--- src/rtl/load_store_unit.sv ---
// Byte-serial load/store sequencer: splits a byte/half/word access into single-byte memory beats.
// Build option LSU_ALIGN_CHECK_EN rejects misaligned half/word accesses instead of performing them bytewise.
module load_store_unit #(
  parameter int MEM_BYTES = 32
) (
  input  logic        clk_i,
  input  logic        rst_n_i,
  input  logic        req_i,
  input  logic        write_i,
  input  logic [1:0]  size_i,
  input  logic        unsigned_i,
  input  logic [31:0] addr_i,
  input  logic [31:0] wdata_i,
  output logic        busy_o,
  output logic        done_o,
  output logic        err_o,
  output logic [31:0] rdata_o,
  output logic [31:0] memAddr_o,
  output logic [31:0] memData_o,
  output logic        memRead_o,
  output logic        memWrite_o,
  input  logic [31:0] memData_i
);

  typedef enum logic [1:0] {IDLE, ACCESS, DONE} state_t;

  state_t      state, stateNext;
  logic [31:0] addrQ, wdataQ, bufQ, bufNext, loadResult, rdataQ;
  logic [1:0]  sizeQ, k, lastK;
  logic        writeQ, unsQ, errQ;
  logic        accept, reqErr, misalign;
  logic [2:0]  nBytes;
  logic [32:0] endAddr;
  logic [7:0]  beatByte;
  logic [23:0] unusedMemHi;

  assign unusedMemHi = memData_i[31:8];

  // Request validation; the 33-bit end address keeps a wrap past 2^32 visible.
  always_comb begin
    case (size_i)
      2'b00:   nBytes = 3'd1;
      2'b01:   nBytes = 3'd2;
      default: nBytes = 3'd4;
    endcase
    endAddr = {1'b0, addr_i} + {30'b0, nBytes};
`ifdef LSU_ALIGN_CHECK_EN
    misalign = ((size_i == 2'b01) && addr_i[0]) ||
               ((size_i == 2'b10) && (addr_i[1:0] != 2'b00));
`else
    misalign = 1'b0;
`endif
    reqErr = (size_i == 2'b11) || (endAddr > 33'(MEM_BYTES)) || misalign;
  end

  always_comb begin
    case (sizeQ)
      2'b00:   lastK = 2'd0;
      2'b01:   lastK = 2'd1;
      default: lastK = 2'd3;
    endcase
    beatByte = wdataQ[{k, 3'b000} +: 8];
    bufNext = bufQ;
    bufNext[{k, 3'b000} +: 8] = memData_i[7:0];
    case (sizeQ)
      2'b00:   loadResult = {{24{bufNext[7] & ~unsQ}}, bufNext[7:0]};
      2'b01:   loadResult = {{16{bufNext[15] & ~unsQ}}, bufNext[15:0]};
      default: loadResult = bufNext;
    endcase
  end

  always_comb begin
    stateNext  = state;
    accept     = 1'b0;
    memRead_o  = 1'b0;
    memWrite_o = 1'b0;
    memAddr_o  = 32'b0;
    memData_o  = 32'b0;
    case (state)
      ACCESS: begin
        memAddr_o  = addrQ + {30'b0, k};
        memRead_o  = ~writeQ;
        memWrite_o = writeQ;
        if (writeQ) memData_o = {24'b0, beatByte};
        if (k == lastK) stateNext = DONE;
      end
      default: begin
        // IDLE and DONE both accept; an unused encoding falls back to IDLE.
        stateNext = IDLE;
        if (req_i) begin
          accept    = 1'b1;
          stateNext = reqErr ? DONE : ACCESS;
        end
      end
    endcase
  end

  always_ff @(posedge clk_i or negedge rst_n_i) begin
    if (!rst_n_i) state <= IDLE;
    else          state <= stateNext;
  end

  always_ff @(posedge clk_i or negedge rst_n_i) begin
    if (!rst_n_i) begin
      addrQ  <= 32'b0;
      wdataQ <= 32'b0;
      sizeQ  <= 2'b0;
      writeQ <= 1'b0;
      unsQ   <= 1'b0;
      errQ   <= 1'b0;
      k      <= 2'b0;
      bufQ   <= 32'b0;
      rdataQ <= 32'b0;
    end else if (accept) begin
      addrQ  <= addr_i;
      wdataQ <= wdata_i;
      sizeQ  <= size_i;
      writeQ <= write_i;
      unsQ   <= unsigned_i;
      errQ   <= reqErr;
      k      <= 2'b0;
    end else if (state == ACCESS) begin
      k <= k + 2'd1;
      if (!writeQ) begin
        bufQ <= bufNext;
        if (k == lastK) rdataQ <= loadResult;
      end
    end
  end

  assign busy_o  = (state == ACCESS);
  assign done_o  = (state == DONE);
  assign err_o   = (state == DONE) && errQ;
  assign rdata_o = rdataQ;

endmodule

--- config.mk ---
export PLATFORM = sky130hd
export DESIGN_NAME = load_store_unit
export DESIGN_NICKNAME = d
export VERILOG_FILES = /design/src/rtl/load_store_unit.sv
export SDC_FILE = /design/constraint.sdc
export NUM_CORES = 1
export LEC_CHECK = 0
export BUFFER_PORTS_ARGS = -buffer_cell sky130_fd_sc_hd__buf_2
export CAP_MARGIN = 20
export CORE_MARGIN = 5
export CORE_UTILIZATION = 58
export CTS_CLUSTER_DIAMETER = 60
export DETAILED_ROUTE_END_ITERATION = 8
export PLACE_DENSITY = 0.91
export SYNTH_ARGS = -nofsm -noshare
export SYNTH_HDL_FRONTEND = slang
export SYNTH_SLANG_ARGS = --single-unit
--- constraint.sdc ---
create_clock -name clk_i -period 8.7 [get_ports clk_i]
set_clock_uncertainty 0.2 [all_clocks]
set_input_delay 0.435 -clock clk_i [delete_from_list [all_inputs] [get_ports clk_i]]
set_output_delay 0.435 -clock clk_i [all_outputs]
set_load 0.03 [all_outputs]
# Word-level counts from Yosys, hierarchy flattened
# Cells that the tools add are included.
# word_totals
output_inout_bits	101
register_bits	137
# op_classes
n_addsub	4
n_eq_ne	7
n_mux	17
n_shift	3
bitwise	5
order_cmp	1
reduce_logical	7
# ops
cell	count
32-bit one-hot mux with 2 select lines	1
32-bit by 3-bit adder with 33-bit output	1
33-bit by 6-bit > comparator with 1-bit output (second input constant)	1
32-bit by 2-bit adder with 32-bit output	1
32-bit bitwise mux	1
32-bit two-way mux	1
8-bit by 7-bit variable shift with 32-bit output (first input constant)	1
32-bit by 6-bit variable part select with 8-bit output	1
8-bit by 7-bit variable part select with 32-bit output	1
8-bit two-way mux	2
2-bit two-way mux	6
5-bit negation with 7-bit output	1
2-bit by 1-bit equality test with 1-bit output (second input constant)	3
3-bit one-hot mux with 2 select lines	1
2-bit equality test (second input constant)	2
2-bit logical NOT	2
1-bit two-way mux	4
2-bit one-hot mux with 2 select lines	1
4-bit AND reduction	1
1-bit inverter	3
3-bit AND reduction	1
2-bit by 1-bit adder with 2-bit output (second input constant)	1
1-bit AND	2
2-bit equality test	1
other kinds (4)	4

# Logic depth before layout (Yosys ltp)
# Gate-level depths: netlist (run 1).
# depth
ltp_word	8
mapped_depth	10

# Worst setup path after synthesis (run 1)
# Ideal clock, no wire load.
# synth_timing
path_type	flip-flop to output port
from	register k[0]
to	output port memAddr_o[26]
required_time_ns	8.065
n_path_buf	0
path_stages_with_launch	8
arrival_ns	2.565
slack_ns	5.500
path_cell_list	dfrtp_1 ha_1 fa_1 nand4_1 nor4_2 nand4_1 or3_1 a21oi_1
# synth_via
elab_chain_cells	2
# synth_rtl
element	line_no	rtl
from (decl)	29	logic [1:0] sizeQ, k, lastK;
from (signal assigned)	123	k <= k + 2'd1;
32-bit by 2-bit adder with 32-bit output	81	memAddr_o = addrQ + {30'b0, k};
32-bit two-way mux	79	case (state)
to (decl)	18	output logic [31:0] memAddr_o,
# Every way passes these cells.

# Worst setup path in the final report (run 1)
# layout_timing
from	register k[1]
to	output port memAddr_o[30]
# The elaborated chain is that of the path after synthesis.

==> metrics.cfg, run 1 <==
[run_status]
outcome=completed

[clocking]
root_buffer=clkbuf_16
clk_pin_slew_ns=0.05
numCtsBuffers=17
insertion_delay_ns=0.41
post_cts_buffers=0
cts.path.max_buffers=2
h-tree-depth=4
cts_sinks=137
ctsResizeCount=0
tritoncts=done

[cells_and_area]
finalNetCount=1029
final_cell_mix=buf_2 (154), dfrtp_1 (137), nor2_1 (106)
area_growth_pct=19.8
regArea_um2=3430
multi_input_area_um2=3930
layout_commonest_cell=buf_2
antenna_cells=0
drive_gt1_frac=0.304
fillCellCount=939

[grt]
met1_usage=0.319
grt_max_degree=72
grt_overflow_total=0
grt_util_met3=0.0446
gr-max-usage-layer=met2
grt_pass1_wl_um=32500
grt_pass1_vias=6456
met2_usage=0.442
grt_use_total=0.257
grt_antenna_before_repair=0

[power_and_ir_drop]
p_leak_nw=3.96
power_mw=1.65
power_density_nw_per_um2=181
ir_drop_mv=0.141

[flow_run]
maxCapViolCount=0

[hold_path]
min_path_cells=2
min_to=k[1]$_DFFE_PN0P_
min_from=req_i
hold_class=in2reg

[sta]
setup_viol=0
rsz0062_at_grt=false
timing.final.crit_share=0.476
drv_slew=0
period_minus_slack_ns=4.14
worst_slew_pin_slew_ns=0.840
fmax_mhz=242
fin_tns_setup_ns=0
relSlewSlack=0.440
hold_viol=0

[synth]
syn-instance-count=767
yosys_warnings=0
ys.flop_type=dfrtp_1
synthArstFlopShare=1.00
netlist_area_um2=7620
synth_seq_area_share=0.450
synth_top_cell_by_area=dfrtp_1
synth.avg_cell_area_um2=9.93
ys_types=63
ys_seq_elements=137
synth_edf_count=0
synth_top_area_frac=0.450
synthTopCellsByArea=dfrtp_1 (45%), mux2_2 (9.5%), a21oi_1 (5.8%), nor2_1 (5.3%), nor2b_1 (2.9%)

[critical_path]
reg2reg_slack_ns=5.29
crit_path_start_kind=flip-flop
critical_path_class=reg2out
critPathMaxFanout=15
critPathRequiredTime_ns=8.07
regToRegEndpoint=rdata_o[30]$_DFFE_PN0P_
end_kind=primary output
crit_chain=fa_1 -> nand4_1 -> nor4_2 -> nand4_1 -> nor2_1 -> nand2_1 -> xor2_1 -> nor2_1 -> buf_2
slowest_stage=dfrtp_1
max_stage_delay_ns=0.75
r2r_cells=7
timing.rr.start=k[1]$_DFFE_PN0P_
arrival_ns=3.50

[floorplan]
boundaryPins=204
coreArea_um2=12700
rows=41
die_y_um=125
start_util=0.599
die_w_um=125
die-area_um2=15500

[route]
vias_per_cell=5.85
dr.pass1.iters=6
ant_nets=0
vias=6415
wl_per_cell_um=18.0
drc=0
wl_um=19800
drtIter0Drc=600

[place]
dpl.hpwl_um=13800
port-buffer-count=155
place_congestion=0.903

## metal layers
layer	wire length, µm	vias up
li1	-	2965
met1	7800	3142
met2	10100	261
met3	1220	47
met4	601	0
met5	0	-
## cell families (layout without fill, tap and decap cells)
logic type               Yosys count  count (layout)  synth area share
flip-flops                       137             137             0.450
buffers and inverters             70             205            0.0470
AO/OA/AOI/OAI                    143             143             0.113
multiplexers                      78              78             0.126
AND/OR/NAND/NOR                  295             295             0.206
other                              1              24          0.000492
XOR/XNOR                          31              31            0.0356
adder cells (fa/ha/maj)           12              12            0.0217
## layout make-up
| class | instances | area share |
|---|---|---|
| clock inverters | 8 | 0.0184 |
| well taps | 172 | 0.0236 |
| inverters | 11 | 0.00453 |
| multi-input cells | 583 | 0.431 |
| clock buffers | 22 | 0.0520 |
| flip-flops and latches | 137 | 0.376 |
| repair buffers | 164 | 0.0948 |
## sequential cells by signal, indices dropped and copies added (netlist names)
register and flops:
addrQ 32, bufQ 32, rdata_o 32, wdataQ 32, k 2, sizeQ 2, state 2, errQ 1
unsQ 1, writeQ 1
## power by group
group          switching, mW  leakage (nW)  internal (mW)
Sequential            0.0337          1.50          0.670
Combinational         0.0928          2.15         0.0694
Clock                  0.260         0.312          0.527
Total                  0.387          3.96           1.27
## critical path: cells and delay by family (launching register included)
kind / cells / cell delay, ns
and+or+nand+nor: 6 / 1.63
xor gates and xnor gates: 1 / 0.15
DFF: 1 / 0.75
buffers and inverters: 1 / 0.22
adders and majority gates: 1 / 0.35
## stage by stage
step | utilization | setup slack [ns] | cells | hold slack [ns] | cell area (µm²)
finish | 0.717 | 4.56 | 1097 | 0.0398 | 9120
global route | 0.717 | 4.32 | 1097 | 0.0428 | 9120
CTS | 0.715 | 4.59 | 1096 | 0.0220 | 9100
detailed placement | 0.664 | 5.12 | 1065 | 0.279 | 8450
global placement | 0.664 | 5.15 | 1065 | 0.274 | 8450
floorplan | - | 5.50 | 790 | -0.0606 | 7700
## how the worst max path moves through the flow
stage / startpoint / endpoint / cells after the start
final: k[1]$_DFFE_PN0P_ / memAddr_o[30] / 9
after global routing: k[1]$_DFFE_PN0P_ / memAddr_o[30] / 9
after CTS: k[1]$_DFFE_PN0P_ / memAddr_o[30] / 9
after detailed placement: size_i[0] / errQ$_DFFE_PN0P_ / 11
after global placement: k[1]$_DFFE_PN0P_ / memAddr_o[26] / 7
after floorplan: k[0]$_DFFE_PN0P_ / memAddr_o[26] / 7
## cells in the mapped netlist (11+ instances only)
cell,instances
o21ai_0,11
nand4_1,15
xnor2_1,15
inv_1,11
nand3_1,24
clkbuf_1,26
and3_1,14
mux2_2,64
dfrtp_1,137
nand2b_1,22
nor2b_1,35
nand2_1,27
nor2_1,107
xor2_1,16
buf_4,24
a21oi_1,89
## timing repair
item,in CTS,in global routing
hold buffers,1,0
endpoints found under the hold margin,70,0
endpoints found under the setup margin,0,0
Power figures use the tool's default switching activity.
==> run 2, diff against run 1 <==
--- a/config.mk
+++ b/config.mk
@@ -8,10 +8,10 @@
 export BUFFER_PORTS_ARGS = -buffer_cell sky130_fd_sc_hd__buf_2
 export CAP_MARGIN = 20
 export CORE_MARGIN = 5
-export CORE_UTILIZATION = 58
+export CORE_UTILIZATION = 48
 export CTS_CLUSTER_DIAMETER = 60
 export DETAILED_ROUTE_END_ITERATION = 8
-export PLACE_DENSITY = 0.91
+export PLACE_DENSITY = 0.81
 export SYNTH_ARGS = -nofsm -noshare
 export SYNTH_HDL_FRONTEND = slang
 export SYNTH_SLANG_ARGS = --single-unit
==> constraint.sdc (replaced) <==
create_clock -name clk_i -period 3.59 [get_ports clk_i]
set_clock_uncertainty 0.2 [all_clocks]
set_input_delay 0.1795 -clock clk_i [delete_from_list [all_inputs] [get_ports clk_i]]
set_output_delay 0.1795 -clock clk_i [all_outputs]
set_load 0.03 [all_outputs]
==> run 2 against run 1 <==
Die area grew 19%. Global-route usage shrank 2.6 points. Critical endpoint unchanged. Routed wire length increased by 6.8%. Setup slack worse by 4.4 ns. Flip-flop and latch count is the same. Sequential power increased by 140%. Non-clock buffer count increased by 87. Register-to-register slack lost 4.7 ns. Highest routed layer unchanged. Combinational power grew to 2.9 times the previous value. Sequential share of layout area decreased by 3.2 points. Utilization is 8.2 points lower. First-iteration DRC count decreased by 26%.
==> metrics.cfg, run 2 (synthesis results as in run 1) <==
[sta]
setup_viol=0  ; unchanged
relSlewSlack=0.464  ; was 0.440
period_minus_slack_ns=3.38
drv_slew=0  ; unchanged
fmax_mhz=296
hold_viol=0  ; unchanged
worst_slew_pin_slew_ns=0.804  ; was 0.840 ns
rsz0062_at_grt=true  ; was false
timing.final.crit_share=0.942

[route]
drc=0  ; unchanged
vias=6766  ; was 6415
dr.pass1.iters=5  ; was 6
wl_per_cell_um=17.1  ; was 18.0 µm
ant_nets=0  ; unchanged
vias_per_cell=5.50  ; was 5.85
drtIter0Drc=447  ; was 600
wl_um=21100  ; was 19800 µm

[clocking]
h-tree-depth=4  ; unchanged
root_buffer=clkbuf_16  ; unchanged
numCtsBuffers=17  ; unchanged
cts.path.max_buffers=2  ; unchanged
insertion_delay_ns=0.42  ; was 0.41 ns
cts_sinks=137  ; unchanged
tritoncts=done  ; unchanged
clk_pin_slew_ns=0.06  ; was 0.05 ns

[cells_and_area]
layout_commonest_cell=buf_2  ; unchanged
finalNetCount=1116  ; was 1029
final_cell_mix=buf_2 (154), dfrtp_1 (136), nor2_1 (106)  ; was buf_2 (154), dfrtp_1 (137), nor2_1 (106)
area_growth_pct=30.9  ; was 19.8%
design_area_um2=9970  ; was 9120 µm²
drive_gt1_frac=0.290  ; was 0.304

[place]
port-buffer-count=155  ; unchanged
dpl_cell_area_um2=8570  ; was 8450 µm²
dpl.hpwl_um=13600  ; was 13800 µm
place_congestion=0.953  ; was 0.903

[critical_path]
crit_path_start_kind=flip-flop  ; unchanged
max_stage_delay_ns=0.44  ; was 0.75 ns
arrival_ns=3.00  ; was 3.50 ns
timing.rr.start=k[1]$_DFFE_PN0P_  ; unchanged
cp_top_family=simple AND/OR/NAND/NOR gates  ; unchanged
end_kind=primary output  ; unchanged
r2r_cells=7  ; unchanged
reg2reg_slack_ns=0.64  ; was 5.29 ns
critPathRequiredTime_ns=3.21  ; was 8.07 ns
crit_chain=ha_1 -> fa_1 -> nand4_1 -> nor4_4 -> nand4_1 -> nor2_1 -> nand2_1 -> xor2_1 -> nor2_1 -> buf_2  ; was fa_1 -> nand4_1 -> nor4_2 -> nand4_1 -> nor2_1 -> nand2_1 -> xor2_1 -> nor2_1 -> buf_2
critPathMaxFanout=7  ; was 15
cp.depth=10  ; was 9
crit_end=memAddr_o[30]  ; unchanged
path_buf_inv=1  ; unchanged
slowest_stage=dfrtp_2  ; was dfrtp_1
regToRegEndpoint=rdata_o[30]$_DFFE_PN0P_  ; unchanged
critical_path_class=reg2out  ; unchanged
cp-startpoint=k[0]$_DFFE_PN0P_  ; was k[1]$_DFFE_PN0P_

[power_and_ir_drop]
p_leak_nw=4.29  ; was 3.96 nW
power_density_nw_per_um2=382  ; was 181 nW/µm²
ir_drop_mv=0.334  ; was 0.141 mV
power_mw=3.81  ; was 1.65 mW

[grt]
grt_overflow_total=0  ; unchanged
grt_use_total=0.231  ; was 0.257
grt_antenna_before_repair=1  ; was 0
grt_max_degree=113  ; was 72
grt_pass1_wl_um=33500  ; was 32500 µm
grt_pass1_vias=6638  ; was 6456

[hold_path]
hold_class=reg2reg  ; was in2reg

[floorplan]
die-area_um2=18500  ; was 15500 µm²
die_y_um=136  ; was 125 µm
boundaryPins=204  ; unchanged
rows=46  ; was 41
die_w_um=136  ; was 125 µm
start_util=0.485  ; was 0.599
coreArea_um2=15700  ; was 12700 µm²

[run_status]
outcome=completed  ; unchanged

[flow_run]
maxCapViolCount=0  ; unchanged

## run 2: changes by cell type in the layout (fill, tap and decap cells not counted), moves of 2 or more
cell,change
dlygate4sd3_1,+78
inv_6,+3
clkinv_4,+2
bufinv_16,-4
buf_4,+8
clkinvlp_4,+4
clkbuf_8,-3
## run 2: worst register-to-register path: cells and delay by family (launching register included)
| family | cells | cell delay, ns |
|---|---|---|
| AOI/OAI and AO/OA | 3 | 1.02 |
| DFF | 1 | 0.48 |
| adders and majority gates | 1 | 0.39 |
| and+or+nand+nor | 1 | 0.33 |
| muxes | 1 | 0.22 |
| buffers and inverters | 1 | 0.15 |
## run 2: how the worst min path moves through the flow
stage,cells past startpoint,endpoint,slack [ns],startpoint
floorplan,0,addrQ[0]$_DFFE_PN0P_,-0.32,rst_n_i
global placement,1,rdata_o[6]$_DFFE_PN0P_,0.19,rst_n_i
detailed placement,1,rdata_o[4]$_DFFE_PN0P_,0.19,rst_n_i
CTS,2,errQ$_DFFE_PN0P_,0.28,errQ$_DFFE_PN0P_
global route,1,bufQ[6]$_DFFE_PN0P_,0.31,bufQ[6]$_DFFE_PN0P_
finish,2,errQ$_DFFE_PN0P_,0.27,errQ$_DFFE_PN0P_
## run 2: through the flow
step	hold slack (ns)	setup TNS, ns	utilization	setup slack (ns)	cells
2_1_floorplan	-0.316	0	-	0.551	790
5_1_grt	0.310	-0.0648	0.635	-0.0421	1230
4_1_cts	0.279	0	0.630	0.110	1225
3_5_place_dp	0.195	0	0.545	0.560	1116
6_report	0.274	0	0.635	0.208	1230
3_3_place_gp	0.192	0	0.545	0.650	1116
## run 2: repair_timing
item                                   in CTS  in global routing
endpoints found under the hold margin     217                 10
setup endpoints to repair                   0                  5
hold buffers                               78                  1
resized for setup                           0                  3
buffers inserted                            0                  2
## run 2: power breakdown
part	total (mW)	switching, mW	internal [mW]
clock	1.63	0.681	0.952
combinational	0.471	0.242	0.230
sequential	1.71	0.0852	1.62
total	3.81	1.01	2.80
## run 2: routing by layer
layer	vias up	GRT usage	wire, µm
met3	65	0.0507	1310
met5	-	0	0
met4	0	0.114	786
met2	295	0.383	10600
met1	3265	0.285	8410
li1	3141	-	-
## run 2: area by class of cell
| cell class | instances | area, µm² |
|---|---|---|
| inverter | 11 | 41.3 |
| tap | 216 | 270 |
| multi-input combinational | 583 | 3950 |
| clock inverter | 13 | 121 |
| timing repair buffer | 251 | 1730 |
| fill | 1235 | 5740 |
| antenna | 1 | 2.50 |
| clock buffer | 18 | 429 |
| sequential | 137 | 3430 |
==> run 3, diff against run 2 <==
--- a/config.mk
+++ b/config.mk
@@ -7,11 +7,13 @@
 export LEC_CHECK = 0
 export BUFFER_PORTS_ARGS = -buffer_cell sky130_fd_sc_hd__buf_2
 export CAP_MARGIN = 20
+export CELL_PAD_IN_SITES_DETAIL_PLACEMENT = 0
+export CELL_PAD_IN_SITES_GLOBAL_PLACEMENT = 1
 export CORE_MARGIN = 5
-export CORE_UTILIZATION = 48
+export CORE_UTILIZATION = 36
 export CTS_CLUSTER_DIAMETER = 60
 export DETAILED_ROUTE_END_ITERATION = 8
-export PLACE_DENSITY = 0.81
+export PLACE_DENSITY = 0.8
 export SYNTH_ARGS = -nofsm -noshare
 export SYNTH_HDL_FRONTEND = slang
 export SYNTH_SLANG_ARGS = --single-unit
==> run 3 against run 2 <==
Setup slack better by 0.065 ns. Cell area is 1.1% higher. Flip-flop and latch count stayed put. Die area is 31% higher. Hold slack worse by 0.061 ns. Sequential share of layout area is 0.37 points lower. Register-to-register slack worse by 0.16 ns. Global-route usage is 5.4 points lower. Non-clock buffer count is 1 lower. Utilization is 15 points lower. Final cell count is 4.6% higher. Highest routed layer unchanged.
==> metrics.cfg, run 3 (synthesis results as in run 1) <==
[cells_and_area]
fillCellCount=1949  ; was 1235
regArea_um2=3430  ; unchanged
multi_input_area_um2=3950  ; unchanged
drive_gt1_frac=0.292  ; was 0.290
antenna_cells=0  ; was 1
finalNetCount=1115  ; was 1116
layout_commonest_cell=buf_2  ; unchanged
final_cell_mix=buf_2 (154), dfrtp_1 (136), nor2_1 (106)  ; unchanged
area_growth_pct=32.3  ; was 30.9%

[clocking]
numCtsBuffers=17  ; unchanged
insertion_delay_ns=0.41  ; was 0.42 ns
root_buffer=clkbuf_16  ; unchanged
cts.path.max_buffers=2  ; unchanged
cts_sinks=137  ; unchanged
clk_pin_slew_ns=0.06  ; about the same
h-tree-depth=4  ; unchanged
tritoncts=done  ; unchanged

[floorplan]
die_w_um=155  ; was 136 µm
rows=53  ; was 46
die-area_um2=24200  ; was 18500 µm²
boundaryPins=204  ; unchanged
coreArea_um2=21000  ; was 15700 µm²
start_util=0.363  ; was 0.485
die_y_um=155  ; was 136 µm

[sta]
fin_tns_setup_ns=0  ; unchanged
setup_viol=0  ; unchanged
hold_viol=0  ; unchanged
worst_slew_pin_slew_ns=0.865  ; was 0.804 ns
timing.final.crit_share=0.924  ; was 0.942
rsz0062_at_grt=false  ; was true
fmax_mhz=302  ; was 296 MHz
relSlewSlack=0.423  ; was 0.464
drv_slew=0  ; unchanged
period_minus_slack_ns=3.32  ; was 3.38 ns

[route]
drc=0  ; unchanged
drtIter0Drc=394  ; was 447
wl_per_cell_um=16.5  ; was 17.1 µm
vias_per_cell=5.07  ; was 5.50
vias=6528  ; was 6766
ant_nets=0  ; unchanged
wl_um=21200  ; was 21100 µm
dr.pass1.iters=5  ; unchanged

[grt]
grt_pass1_wl_um=34300  ; was 33500 µm
grt_pass1_vias=6599  ; was 6638
grt_use_total=0.177  ; was 0.231
grt_overflow_total=0  ; unchanged
grt_antenna_before_repair=0  ; was 1
grt_max_degree=91  ; was 113

[hold_path]
hold_class=in2async  ; was reg2reg

[power_and_ir_drop]
seqPwrFrac=0.426  ; was 0.448
p_leak_nw=4.32  ; was 4.29 nW
power_mw=4.00  ; was 3.81 mW
combPwrFrac=0.116  ; was 0.124
swShare=0.245  ; was 0.264
switching_power_mw=0.980  ; was 1.01 mW
p_clk_frac=0.459  ; was 0.428
ir_drop_mv=0.257  ; was 0.334 mV
p_int_mw=3.02  ; was 2.80 mW
power_density_nw_per_um2=397  ; was 382 nW/µm²

[critical_path]
cp_top_family=simple AND/OR/NAND/NOR gates  ; unchanged
timing.rr.start=k[1]$_DFFE_PN0P_  ; unchanged
arrival_ns=2.94  ; was 3.00 ns
path_common_cell=nand4_1
crit_path_start_kind=flip-flop  ; unchanged
critical_path_class=reg2out  ; unchanged
end_kind=primary output  ; unchanged
cp.depth=8  ; was 10
reg2reg_slack_ns=0.48  ; was 0.64 ns
critPathMaxFanout=7  ; unchanged
crit_end=memAddr_o[26]  ; was memAddr_o[30]
path_buf_inv=1  ; unchanged
r2r_cells=8  ; was 7
critPathRequiredTime_ns=3.21  ; about the same
cp-startpoint=k[0]$_DFFE_PN0P_  ; unchanged
slowest_stage=dfrtp_2  ; unchanged
crit_chain=ha_1 -> fa_1 -> nand4_1 -> nor4_4 -> nand4_1 -> or3_1 -> a21oi_1 -> buf_2  ; was ha_1 -> fa_1 -> nand4_1 -> nor4_4 -> nand4_1 -> nor2_1 -> nand2_1 -> xor2_1 -> nor2_1 -> buf_2
max_stage_delay_ns=0.44  ; about the same
regToRegEndpoint=rdata_o[26]$_DFFE_PN0P_  ; was rdata_o[30]$_DFFE_PN0P_

[place]
dpl.hpwl_um=14700  ; was 13600 µm
place_congestion=0.868  ; was 0.953
port-buffer-count=155  ; unchanged

[flow_run]
maxCapViolCount=0  ; unchanged

[run_status]
outcome=completed  ; unchanged

[run 3: cell types whose count changed in the layout (fill, tap and decap cells not counted), moves of 3 or more]
cell / before / now
bufinv_16: 1 / 4
clkinv_2: 2 / 5
clkinvlp_4: 5 / 2
inv_6: 3 / 0
[run 3: layer usage]
layer | up-vias | track usage | part of all wire
met5 | - | 0 | 0
met4 | 0 | 0.0654 | 0.026
met3 | 40 | 0.0306 | 0.038
met2 | 162 | 0.298 | 0.49
met1 | 3186 | 0.229 | 0.44
li1 | 3140 | - | -
[run 3: worst min path at each step]
stage | endpoint | slack, ns | cells past startpoint
3_3_place_gp | rdata_o[6]$_DFFE_PN0P_ | 0.11 | 1
4_1_cts | rdata_o[6]$_DFFE_PN0P_ | 0.24 | 2
6_report | rdata_o[5]$_DFFE_PN0P_ | 0.21 | 2
2_1_floorplan | addrQ[0]$_DFFE_PN0P_ | -0.32 | 0
5_1_grt | rdata_o[5]$_DFFE_PN0P_ | 0.28 | 2
3_5_place_dp | rdata_o[6]$_DFFE_PN0P_ | 0.12 | 1
[run 3: what timing repair did]
item	in CTS	in global routing
hold buffers	78	0
endpoints found under the hold margin	182	0
resized for setup	0	3
setup endpoints to repair	0	5
buffers inserted	0	2
[run 3: power by group through the flow]
stage,Clock (mW),Sequential [mW],Combinational [mW]
2_1_floorplan,0,1.70,0.273
3_3_place_gp,0,1.72,0.387
3_5_place_dp,0,1.73,0.394
4_1_cts,1.87,1.70,0.463
5_1_grt,1.95,1.72,0.509
6_report,1.83,1.70,0.462
[run 3: final cells by class]
cell class                      count  area share
Sequential cell                   137       0.340
Multi-Input combinational cell    583       0.391
Clock buffer                       18      0.0436
Clock inverter                     13      0.0176
Timing Repair Buffer              250       0.169
Tap cell                          275      0.0341
Inverter                           11     0.00410
[run 3: through the flow]
step                instances  setup slack [ns]   util  instance area [µm²]  hold WS (ns)
detailed placement       1176             0.473  0.413                 8650         0.116
floorplan                 790             0.551      -                 7700        -0.316
CTS                      1285             0.132  0.480                10000         0.244
finish                   1287             0.274  0.481                10100         0.213
global placement         1176             0.567  0.413                 8650         0.112
global route             1287            0.0294  0.481                10100         0.279
